## config.mk

```make
export PLATFORM = sky130hd
export DESIGN_NAME = alu_unit
export DESIGN_NICKNAME = d
export VERILOG_FILES = /design/src/rtl/alu_unit.sv
export SDC_FILE = /design/constraint.sdc
export NUM_CORES = 1
export LEC_CHECK = 0
export ABC_AREA = 0
export BUFFER_PORTS_ARGS = -buffer_cell sky130_fd_sc_hd__clkbuf_2
export CELL_PAD_IN_SITES_DETAIL_PLACEMENT = 1
export CELL_PAD_IN_SITES_GLOBAL_PLACEMENT = 2
export CORE_UTILIZATION = 30
export DETAILED_ROUTE_END_ITERATION = 12
export PLACE_DENSITY_LB_ADDON = 0.1
export SLEW_MARGIN = 20
export SYNTH_ARGS = -nofsm -noshare
export SYNTH_HDL_FRONTEND = slang
export SYNTH_SLANG_ARGS = --single-unit
```

## constraint.sdc

```tcl
create_clock -name clk -period 6.81 [get_ports clk]
set_input_delay 0.3405 -clock clk [delete_from_list [all_inputs] [get_ports clk]]
set_output_delay 0.3405 -clock clk [all_outputs]
set_load 0.03 [all_outputs]
```

## src/rtl/alu_unit.sv

```systemverilog
// alu_unit: multicycle RV32I execute unit.
// The unit answers the alu_en / alu_valid handshake. Shifts run one bit per
// cycle, and branch_op gives the branch condition combinationally.
// Optional macro ALU_FAST_SHIFT_EN: when defined, shifts use a barrel
// shifter and finish in one cycle like the other ops. SHIFT is then never
// entered and alu_busy is tied low.
module alu_unit #(
  parameter int WIDTH   = 32,
  parameter int SHAMT_W = 5
) (
  input  logic             clk,
  input  logic             rst,
  input  logic             alu_en,
  input  logic [4:0]       alu_op,
  input  logic [2:0]       func3,
  input  logic [WIDTH-1:0] operand_a,
  input  logic [WIDTH-1:0] operand_b,
  output logic [WIDTH-1:0] alu_result,
  output logic             alu_valid,
  output logic             alu_busy,
  output logic [2:0]       branch_op
);

  typedef enum logic [1:0] {IDLE, SHIFT, DONE, HOLD} state_e;
  typedef enum logic [1:0] {SK_SLL, SK_SRL, SK_SRA} shift_kind_e;

  localparam logic [4:0] OP_ADD  = 5'b00001;
  localparam logic [4:0] OP_ADDR = 5'b11000;
  localparam logic [4:0] OP_SUB  = 5'b00011;
  localparam logic [4:0] OP_AND  = 5'b01010;
  localparam logic [4:0] OP_OR   = 5'b01100;
  localparam logic [4:0] OP_XOR  = 5'b01101;
  localparam logic [4:0] OP_SLL  = 5'b01110;
  localparam logic [4:0] OP_SRL  = 5'b01111;
  localparam logic [4:0] OP_SRA  = 5'b10000;
  localparam logic [4:0] OP_SLT  = 5'b10001;
  localparam logic [4:0] OP_SLTU = 5'b10010;

  state_e             state_q, state_d;
  shift_kind_e        kind_q, kind_d;
  logic [WIDTH-1:0]   result_q, result_d;
  logic [WIDTH-1:0]   work_q, work_d;
  logic [SHAMT_W-1:0] cnt_q, cnt_d;
  logic               valid_q, busy_q;

  logic [SHAMT_W-1:0] shamt;
  logic               is_shift;
  logic [WIDTH-1:0]   op_result;
  logic [WIDTH-1:0]   work_step;

  assign shamt    = operand_b[SHAMT_W-1:0];
  assign is_shift = (alu_op == OP_SLL) || (alu_op == OP_SRL) || (alu_op == OP_SRA);

  // Single-cycle result for the op presented on the request edge.
  always_comb begin
    // NOTE: every variable written in always_comb gets a default first, so no latch is inferred.
    op_result = '0;
    case (alu_op)
      OP_ADD, OP_ADDR: op_result = operand_a + operand_b;
      OP_SUB:          op_result = operand_a - operand_b;
      OP_AND:          op_result = operand_a & operand_b;
      OP_OR:           op_result = operand_a | operand_b;
      OP_XOR:          op_result = operand_a ^ operand_b;
      OP_SLT:          op_result = {{(WIDTH-1){1'b0}}, $signed(operand_a) < $signed(operand_b)};
      OP_SLTU:         op_result = {{(WIDTH-1){1'b0}}, operand_a < operand_b};
`ifdef ALU_FAST_SHIFT_EN
      OP_SLL:          op_result = operand_a << shamt;
      OP_SRL:          op_result = operand_a >> shamt;
      OP_SRA:          op_result = WIDTH'($signed(operand_a) >>> shamt);
`endif
      default:         op_result = '0;
    endcase
  end

  // One-bit step of the working register for the latched shift kind.
  always_comb begin
    case (kind_q)
      SK_SLL:  work_step = {work_q[WIDTH-2:0], 1'b0};
      SK_SRL:  work_step = {1'b0, work_q[WIDTH-1:1]};
      default: work_step = {work_q[WIDTH-1], work_q[WIDTH-1:1]};
    endcase
  end

  // Next-state and datapath update for the handshake FSM.
  always_comb begin
    state_d  = state_q;
    kind_d   = kind_q;
    result_d = result_q;
    work_d   = work_q;
    cnt_d    = cnt_q;
    case (state_q)
      IDLE: begin
        if (alu_en) begin
`ifndef ALU_FAST_SHIFT_EN
          if (is_shift && (shamt != '0)) begin
            work_d  = operand_a;
            cnt_d   = shamt;
            kind_d  = (alu_op == OP_SLL) ? SK_SLL :
                      (alu_op == OP_SRL) ? SK_SRL : SK_SRA;
            state_d = SHIFT;
          end else if (is_shift) begin
            result_d = operand_a;
            state_d  = DONE;
          end else
`endif
          begin
            result_d = op_result;
            state_d  = DONE;
          end
        end
      end
      SHIFT: begin
        work_d = work_step;
        cnt_d  = cnt_q - 1'b1;
        if (cnt_q == SHAMT_W'(1)) begin
          result_d = work_step;
          state_d  = DONE;
        end
      end
      DONE:    state_d = alu_en ? HOLD : IDLE;
      default: state_d = alu_en ? HOLD : IDLE;
    endcase
  end

  // State and output registers; reset discards any op in flight.
  always_ff @(posedge clk or posedge rst) begin
    if (rst) begin
      state_q  <= IDLE;
      kind_q   <= SK_SLL;
      result_q <= '0;
      work_q   <= '0;
      cnt_q    <= '0;
      valid_q  <= 1'b0;
      busy_q   <= 1'b0;
    end else begin
      // NOTE: non-blocking assignments, so every flop samples pre-edge values.
      state_q  <= state_d;
      kind_q   <= kind_d;
      result_q <= result_d;
      work_q   <= work_d;
      cnt_q    <= cnt_d;
      valid_q  <= (state_d == DONE);
      busy_q   <= (state_d == SHIFT);
    end
  end

  assign alu_result = result_q;
  assign alu_valid  = valid_q;
`ifdef ALU_FAST_SHIFT_EN
  assign alu_busy   = 1'b0;
`else
  assign alu_busy   = busy_q;
`endif

  // Branch condition code from the operands and func3.
  always_comb begin
    branch_op = 3'b000;
    case (func3)
      3'b000: if (operand_a == operand_b)                   branch_op = 3'b001;
      3'b001: if (operand_a != operand_b)                   branch_op = 3'b010;
      3'b100: if ($signed(operand_a) <  $signed(operand_b)) branch_op = 3'b011;
      3'b101: if ($signed(operand_a) >= $signed(operand_b)) branch_op = 3'b100;
      3'b110: if (operand_a <  operand_b)                   branch_op = 3'b101;
      3'b111: if (operand_a >= operand_b)                   branch_op = 3'b110;
      default:                                              branch_op = 3'b000;
    endcase
  end

endmodule

```

==> summary.md, run 1 <==
| Metric | Value |
|---|---|
| Outcome | `completed` |
| Post-DP HPWL | `31,400 um` |
| Peak VDD IR | `138 uV` |
| Vias in the first global route | `10,800` |
| Unrepaired setup endpoints after global routing | `false` |
| Net Switching | `1.37 mW` |
| Synth Net Count | `1,516` |
| YS warnings | `0` |
| FMAX | `254 MHz` |
| Switching share of total power | `50.8%` |
| Startpoint Class | `input port` |
| Worst Clk Skew | `7.26 ps` |
| Worst path slowest cell | `or4_1` |
| Std cell rows | `65` |
| Buffers on Ports | `111` |
| Synth top area cells | `dfrtp_1 19%, ha_1 14%, a21oi_1 7.6%, nand2_1 6.0%, o21ai_0 5.5%` |
| Post-synthesis sequential area ratio | `19.3%` |
| Post-synth EDFFs | `0` |
| Final Critical Period | `3940 ps` |
| Max-slew violations | `0` |
| Worst Tran Pin Value | `928 ps` |
| DR pass1 iterations | `5` |
| Overall Power | `2.70 mW` |
| Layout cells sized above 1 | `12.6%` |
| CP Data Required Time | `6470 ps` |
| First-pass GRT wire length | `65,000 um` |
| Synth area leader | `dfrtp_1` |
| Clk_lat worst skew | `370 ps` |
| CP cell instances | `clkbuf_2, inv_1, ha_1, or4_1, nor3_1, nand2_1, o21ai_1, a21oi_1, o21ai_1, nand3b_1, a31oi_1, clkbuf_2` |
| Area grow syn2layout | `11.6%` |
| Worst min-delay path class | `in -> async` |
| Vias | `10,400` |
| N_diodes | `0` |
| Initial core utilization | `30.6%` |
| Post-CTS setup buffer count | `0` |
| Hold buffers post-CTS | `0` |
| Syn_area_per_cell | `7.31 um^2` |
| Area share of the largest cell type after synthesis | `19.3%` |
| Crit path kind | `in -> out` |
| Initial antenna violation count | `0` |
| H-tree Lvls | `3` |
| Maxcap violations | `0` |
| Worst slew margin relative to its limit | `37.8%` |
| TritonCTS clock tree | `yes` |
| Pwr Density | `249 nW/um^2` |
| Final worst path period share | `57.8%` |
| Antenna-violating nets left | `0` |
| Internal | `1.33 mW` |
| Synth cell types | `87` |
| Grt total ovfl | `0` |
| Max incr delay on CP | `640 ps` |
| Wirelength, routed | `41,800 um` |
| Critical-path maximum fanout | `12` |
| WL per Instance | `23.4 um` |
| Logic pwr share | `55.6%` |
| Final core occ | `34.2%` |
| #FFs+latches synth | `75` |
| Post-cts resize count | `0` |
| GRT Overall Usage | `25.6%` |
| Fill count | `3,988` |
| Top FF cell, synth | `dfrtp_1` |
| FFs w/ async S/R, synth | `100%` |
| Number of remaining DRC errors | `0` |
| Vias per cell | `5.80` |
| # clock sinks | `75` |
| GPL Wtd Cong | `0.864` |
| CP Capture Type | `output pin` |
| Clock power frac | `17.1%` |
| Layout net count | `1,566` |
| Final worst slack | `2870 ps` |
| Final count of hold timing violations | `0` |
| I/O pin count | `112` |
| Endpoints failing setup | `0` |
| Pin count of the biggest net entering global routing | `48` |
| Synth Instances | `1,329` |
| Iteration-0 DRC Markers | `587` |
| Crit path DAT | `3600 ps` |
| CTS Buffer Depth | `2` |
| CTS Buf Count | `9` |
| Core area | `31,700 um^2` |
| Root buf cell | `clkbuf_16` |
| Die area | `33,100 um^2` |
| Placement Setup Slack | `2890 ps` |
| Setup TNS | `0 ps` |
| LEAKAGE | `4.84 nW` |
| Reg power frac | `27.3%` |
| Clk pin slew, worst setup/hold paths | `60 ps` |
| Die Height | `182 um` |
| Synth Cell Area | `9710 um^2` |
| Die W | `182 um` |
==> layout make-up <==
type	count	area, um^2	area share (%)
inverter	105	395	3.65
tap	402	503	4.64
clock inverter	3	15.0	0.139
multi-input combinational	1056	7100	65.5
timing repair buffer	132	713	6.58
clock buffer	13	240	2.22
sequential	75	1880	17.3
==> worst max-delay path, delay by kind of cell <==
kind,cells,cell delay [ps]
compound gates,4,1140
buf+inv,3,460
simple gates,4,1210
fa+ha+maj,1,450
==> flip-flops by register name, summed over array words and instances, names as in the netlist <==
register and count:
alu_busy 1, alu_result 32, alu_valid 1, cnt_q 5, kind_q 2, state_q 2
work_q 32
==> Yosys cell counts, types with 9 or more instances <==
| master | count |
|---|---|
| nand2_1 | 154 |
| a21oi_1 | 147 |
| ha_1 | 110 |
| o21ai_0 | 107 |
| inv_1 | 101 |
| nor2_1 | 87 |
| dfrtp_1 | 75 |
| clkbuf_1 | 66 |
| o21bai_1 | 41 |
| mux2i_1 | 36 |
| o211ai_1 | 24 |
| nor3_1 | 22 |
| a221oi_1 | 21 |
| nand3_1 | 21 |
| a211oi_1 | 19 |
| a21o_1 | 18 |
| a31oi_1 | 18 |
| o21ai_1 | 16 |
| nand2b_1 | 15 |
| buf_2 | 14 |
| nor2b_1 | 14 |
| buf_1 | 11 |
| nor4_1 | 11 |
| a221o_1 | 10 |
| nand4_1 | 10 |
| o31ai_1 | 10 |
| or3_1 | 9 |
==> power groups by stage <==
stage | Combinational (mW) | Sequential [mW] | Clock (mW)
CTS | 1.50 | 0.739 | 0.484
finish | 1.50 | 0.739 | 0.463
global placement | 1.50 | 0.741 | 0
detailed placement | 1.50 | 0.746 | 0
floorplan | 0.860 | 0.843 | 0
global route | 1.65 | 0.759 | 0.495
==> layer usage <==
metal | global-route usage, % | up-vias | wire (um)
met5 | 0 | - | 0
met4 | 8.10 | 0 | 1110
met3 | 2.99 | 55 | 1540
met2 | 42.6 | 240 | 19300
met1 | 34.6 | 5160 | 19900
li1 | - | 4904 | -
==> cell families after synthesis <==
kind of cell | count (synthesis) | synth area share (%)
AO/OA/AOI/OAI | 522 | 35.2
AND/OR/NAND/NOR | 377 | 18.4
buffers and inverters | 198 | 7.95
adder cells (fa/ha/maj) | 112 | 14.6
flip-flops | 75 | 19.3
multiplexers | 38 | 3.94
XOR/XNOR | 7 | 0.631
==> cells in the final DEF, fill, tap and decap left out, types with 5 or more instances in the layout <==
master	instances
clkbuf_2	111
o31a_1	6
a21oi_1	147
o2111ai_1	7
a211o_1	7
ha_1	110
nand2_1	154
nand3_1	21
nor3_1	21
or3_1	9
o211ai_1	24
buf_4	21
xnor2_1	6
a221oi_1	21
a22oi_1	6
nor4_1	11
mux2i_1	36
nor2b_1	13
a221o_1	10
nor2_1	85
a31oi_1	18
o22ai_1	8
nand4_1	10
o21ai_1	16
inv_1	100
dfrtp_1	75
a21o_1	18
o21bai_1	41
o31ai_1	10
a211oi_1	19
clkbuf_16	9
nand2b_1	14
a21boi_0	5
o21ai_0	107
o221ai_1	7
==> per-stage QoR <==
stage | cell area, um^2 | std cells | hold WS [ps]
after global routing | 10800 | 1786 | 93.7
after detailed placement | 10600 | 1770 | 444
after CTS | 10800 | 1786 | 48.0
after floorplan | 9710 | 1329 | 473
final | 10800 | 1786 | 30.5
after global placement | 10600 | 1770 | 450
==> path summary, 6_finish.rpt <==
| kind | startpoint | end | slack, ps | cells past startpoint |
|---|---|---|---|---|
| min reg2reg | alu_result[5]$_DFFE_PP0P_ | alu_result[5]$_DFFE_PP0P_ | 480 | 2 |
| min in group clk | alu_en | state_q[1]$_DFF_PP0_ | 250 | 3 |
| max reg2reg | state_q[1]$_DFF_PP0_ | alu_result[31]$_DFFE_PP0P_ | 3270 | 9 |
| max in group asynchronous | rst | alu_result[23]$_DFFE_PP0P_ | 5710 | 3 |
| min | rst | alu_result[2]$_DFFE_PP0P_ | 30 | 2 |
| max | operand_a[18] | branch_op[2] | 2870 | 12 |
Note: power is estimated with default switching activity, not from simulation.
==> inputs of run 2 (changes only) <==
==> constraint.sdc (replaced) <==
create_clock -name clk -period 3.45 [get_ports clk]
set_input_delay 0.1725 -clock clk [delete_from_list [all_inputs] [get_ports clk]]
set_output_delay 0.1725 -clock clk [all_outputs]
set_load 0.03 [all_outputs]
==> run 2 against run 1 <==
Register-to-register slack worse by 2600 ps. Sequential share of layout area is 0.82 points lower. Critical path depth grew 1. Combinational power up 110%. Cell count increased by 3.2%. Die area unchanged. Count of clock-buffer cells in the layout fell by 2. Clock skew barely moved. Critical path type unchanged.
==> summary.md, run 2 (synthesis gave the netlist of run 1 again) <==
| Metric | Value |
|---|---|
| CP Capture Type | `output pin` |
| Most frequent cells in the layout | `154 x nand2_1, 146 x a21oi_1, 111 x clkbuf_2` |
| Core area | `31,700 um^2` |
| Die area | `33,100 um^2` |
| Root buf cell | `clkbuf_16` |
| Initial core utilization | `30.6%` |
| Layout cells sized above 1 | `16.4%` |
| Leading cell type in the layout, fill and taps excluded | `nand2_1` |
| I/O pin count | `112` |
| Outcome | `completed` |
| Met1 Use GR | `34.9%` |
| Logic pwr share | `54.0%` |
| Post-DP HPWL | `33,800 um` |
| Clk pin slew, worst setup/hold paths | `70 ps` |
| Layer with the highest usage | `met2` |
| Bufs and invs on worst path | `3` |
| Worst Hold Path EP | `state_q[1]$_DFF_PP0_` |
| # clock sinks | `75` |
| Buffers on Ports | `111` |
| Final Critical Period | `3170 ps` |
| Std cell rows | `65` |
| Number of remaining DRC errors | `0` |
| TritonCTS clock tree | `yes` |
| Vias | `10,600` |
| Reg power frac | `25.5%` |
| Max incr delay on CP | `460 ps` |
| Peak VDD IR | `245 uV` |
| WL per Instance | `23.2 um` |
| Die W | `182 um` |
| Worst min-delay path class | `in -> reg` |
| Vias per cell | `5.77` |
| LEAKAGE | `5.16 nW` |
| Worst path slowest cell | `ha_1` |
| Final count of hold timing violations | `0` |
| Pwr Density | `503 nW/um^2` |
| Pin count of the biggest net entering global routing | `36` |
| Final worst path period share | `91.8%` |
| Area grow syn2layout | `17.1%` |
| Post-CTS setup buffer count | `0` |
| Antenna-violating nets left | `0` |
| Fill count | `3,979` |
| Hold-critical path depth | `3` |
| Unrepaired setup endpoints after global routing | `false` |
| Net Switching | `2.76 mW` |
| Worst Clk Skew | `7.57 ps` |
| DR pass1 iterations | `7` |
| FMAX | `316 MHz` |
| Max-slew violations | `0` |
| Grt total ovfl | `0` |
| GPL Wtd Cong | `0.936` |
| GRT Overall Usage | `26.3%` |
| Worst path most repeated cell | `clkbuf_2` |
| Initial antenna violation count | `0` |
| CP Data Required Time | `3280 ps` |
| Fin Hold WS | `55.7 ps` |
| M2 GR Usage | `44.3%` |
| Crit path DAT | `2990 ps` |
| Clock power frac | `20.4%` |
| CP cell instances | `clkbuf_2, inv_1, ha_1, nand2b_1, a21oi_1, o31a_1, nor2_1, o21ai_1, a21oi_2, o211ai_1, a2111o_1, nand3_1, clkbuf_2` |
| Clk_lat worst skew | `380 ps` |
| Overall Power | `5.72 mW` |
| Hold_sp | `alu_en` |
| Placed Area | `11,000 um^2` |
| Worst Tran Pin Value | `815 ps` |
| FF-to-FF End | `alu_result[31]$_DFFE_PP0P_` |
| CTS Buf Count | `9` |
| R2r startpoint | `state_q[1]$_DFF_PP0_` |
| Endpoints failing setup | `0` |
| Die Height | `182 um` |
| Placement Setup Slack | `90.5 ps` |
| First-pass GRT wire length | `66,700 um` |
| Maxcap violations | `0` |
| Internal | `2.96 mW` |
| Wirelength, routed | `42,900 um` |
| Crit-path leading delay family | `compound AO/OA/AOI/OAI gates` |
| Met3 Use GR | `3.65%` |
| R2R cell count | `10` |
| Startpoint Class | `input port` |
| Iteration-0 DRC Markers | `583` |
| Critical-path maximum fanout | `9` |
| Final worst slack | `284 ps` |
| Switching share of total power | `48.3%` |
| Layout net count | `1,623` |
| H-tree Lvls | `3` |
| Vias in the first global route | `11,100` |
| Setup TNS | `0 ps` |
| Worst slew margin relative to its limit | `45.7%` |
| Flop-to-flop setup slack | `630 ps` |
| Final instance area | `11,400 um^2` |
| Crit path kind | `in -> out` |
| CTS Buffer Depth | `2` |
## run 2: cell types whose count changed in the layout (fill, tap and decap cells not counted), sizes merged
cell | previous run | this run
clkinv | 4 | 3
bufinv | 0 | 3
clkbuf | 124 | 122
dlygate4sd3 | 0 | 1
buf | 21 | 77
diode | 0 | 1
## run 2: worst max-delay path by stage
stage | start | slack (ps) | end | cells after the start
global placement | operand_b[3] | 110 | alu_result[11]$_DFFE_PP0P_ | 12
detailed placement | operand_b[3] | 90 | alu_result[11]$_DFFE_PP0P_ | 12
floorplan | operand_a[16] | 560 | branch_op[2] | 11
finish | operand_b[4] | 280 | branch_op[1] | 13
CTS | operand_b[4] | 150 | branch_op[1] | 13
global route | operand_a[16] | 40 | branch_op[2] | 14
## run 2: area by class of cell
type	count	area, um^2	area share (%)
diodes	1	2.50	0.0220
clock buffers	11	243	2.13
clock inverters	5	100	0.880
inverters	105	395	3.48
multi-input cells	1056	7100	62.4
flip-flops and latches	75	1880	16.5
well taps	402	503	4.42
repair buffers	189	1160	10.2
## run 2: routing by layer
metal | vias to the layer above | share of wire [%]
li1 | 5033 | -
met1 | 5303 | 47
met2 | 251 | 47
met3 | 49 | 4.4
met4 | 0 | 2.0
met5 | - | 0
## run 2: worst register-to-register path, stage by stage (launching register included)
cell      delay [ps]
dfrtp_1          470
nor3b_1          500
nor3b_2          350
a221oi_4          80
inv_2            260
mux2i_1          260
nand2_1          100
a211o_1          270
a21oi_1          160
o31ai_1          100
a21o_1           180
## run 2: power groups by stage
stage | registers [mW] | logic [mW] | clock network [mW]
global placement | 1.46 | 3.05 | 0
finish | 1.46 | 3.09 | 1.17
global route | 1.50 | 3.38 | 1.23
CTS | 1.46 | 3.08 | 1.20
detailed placement | 1.48 | 3.06 | 0
floorplan | 1.66 | 1.70 | 0
## run 2: per-stage QoR
stage          utilization [%]  cells
4_1_cts                   35.8   1843
6_report                  35.9   1844
3_5_place_dp              34.7   1826
5_1_grt                   35.9   1843
3_3_place_gp              34.7   1826
2_1_floorplan                -   1329
## run 2: timing repair
item                                   in CTS  in global routing
resized for setup                           0                  2
hold buffers                                1                  0
endpoints found under the hold margin       7                  0
setup endpoints to repair                   0                  3
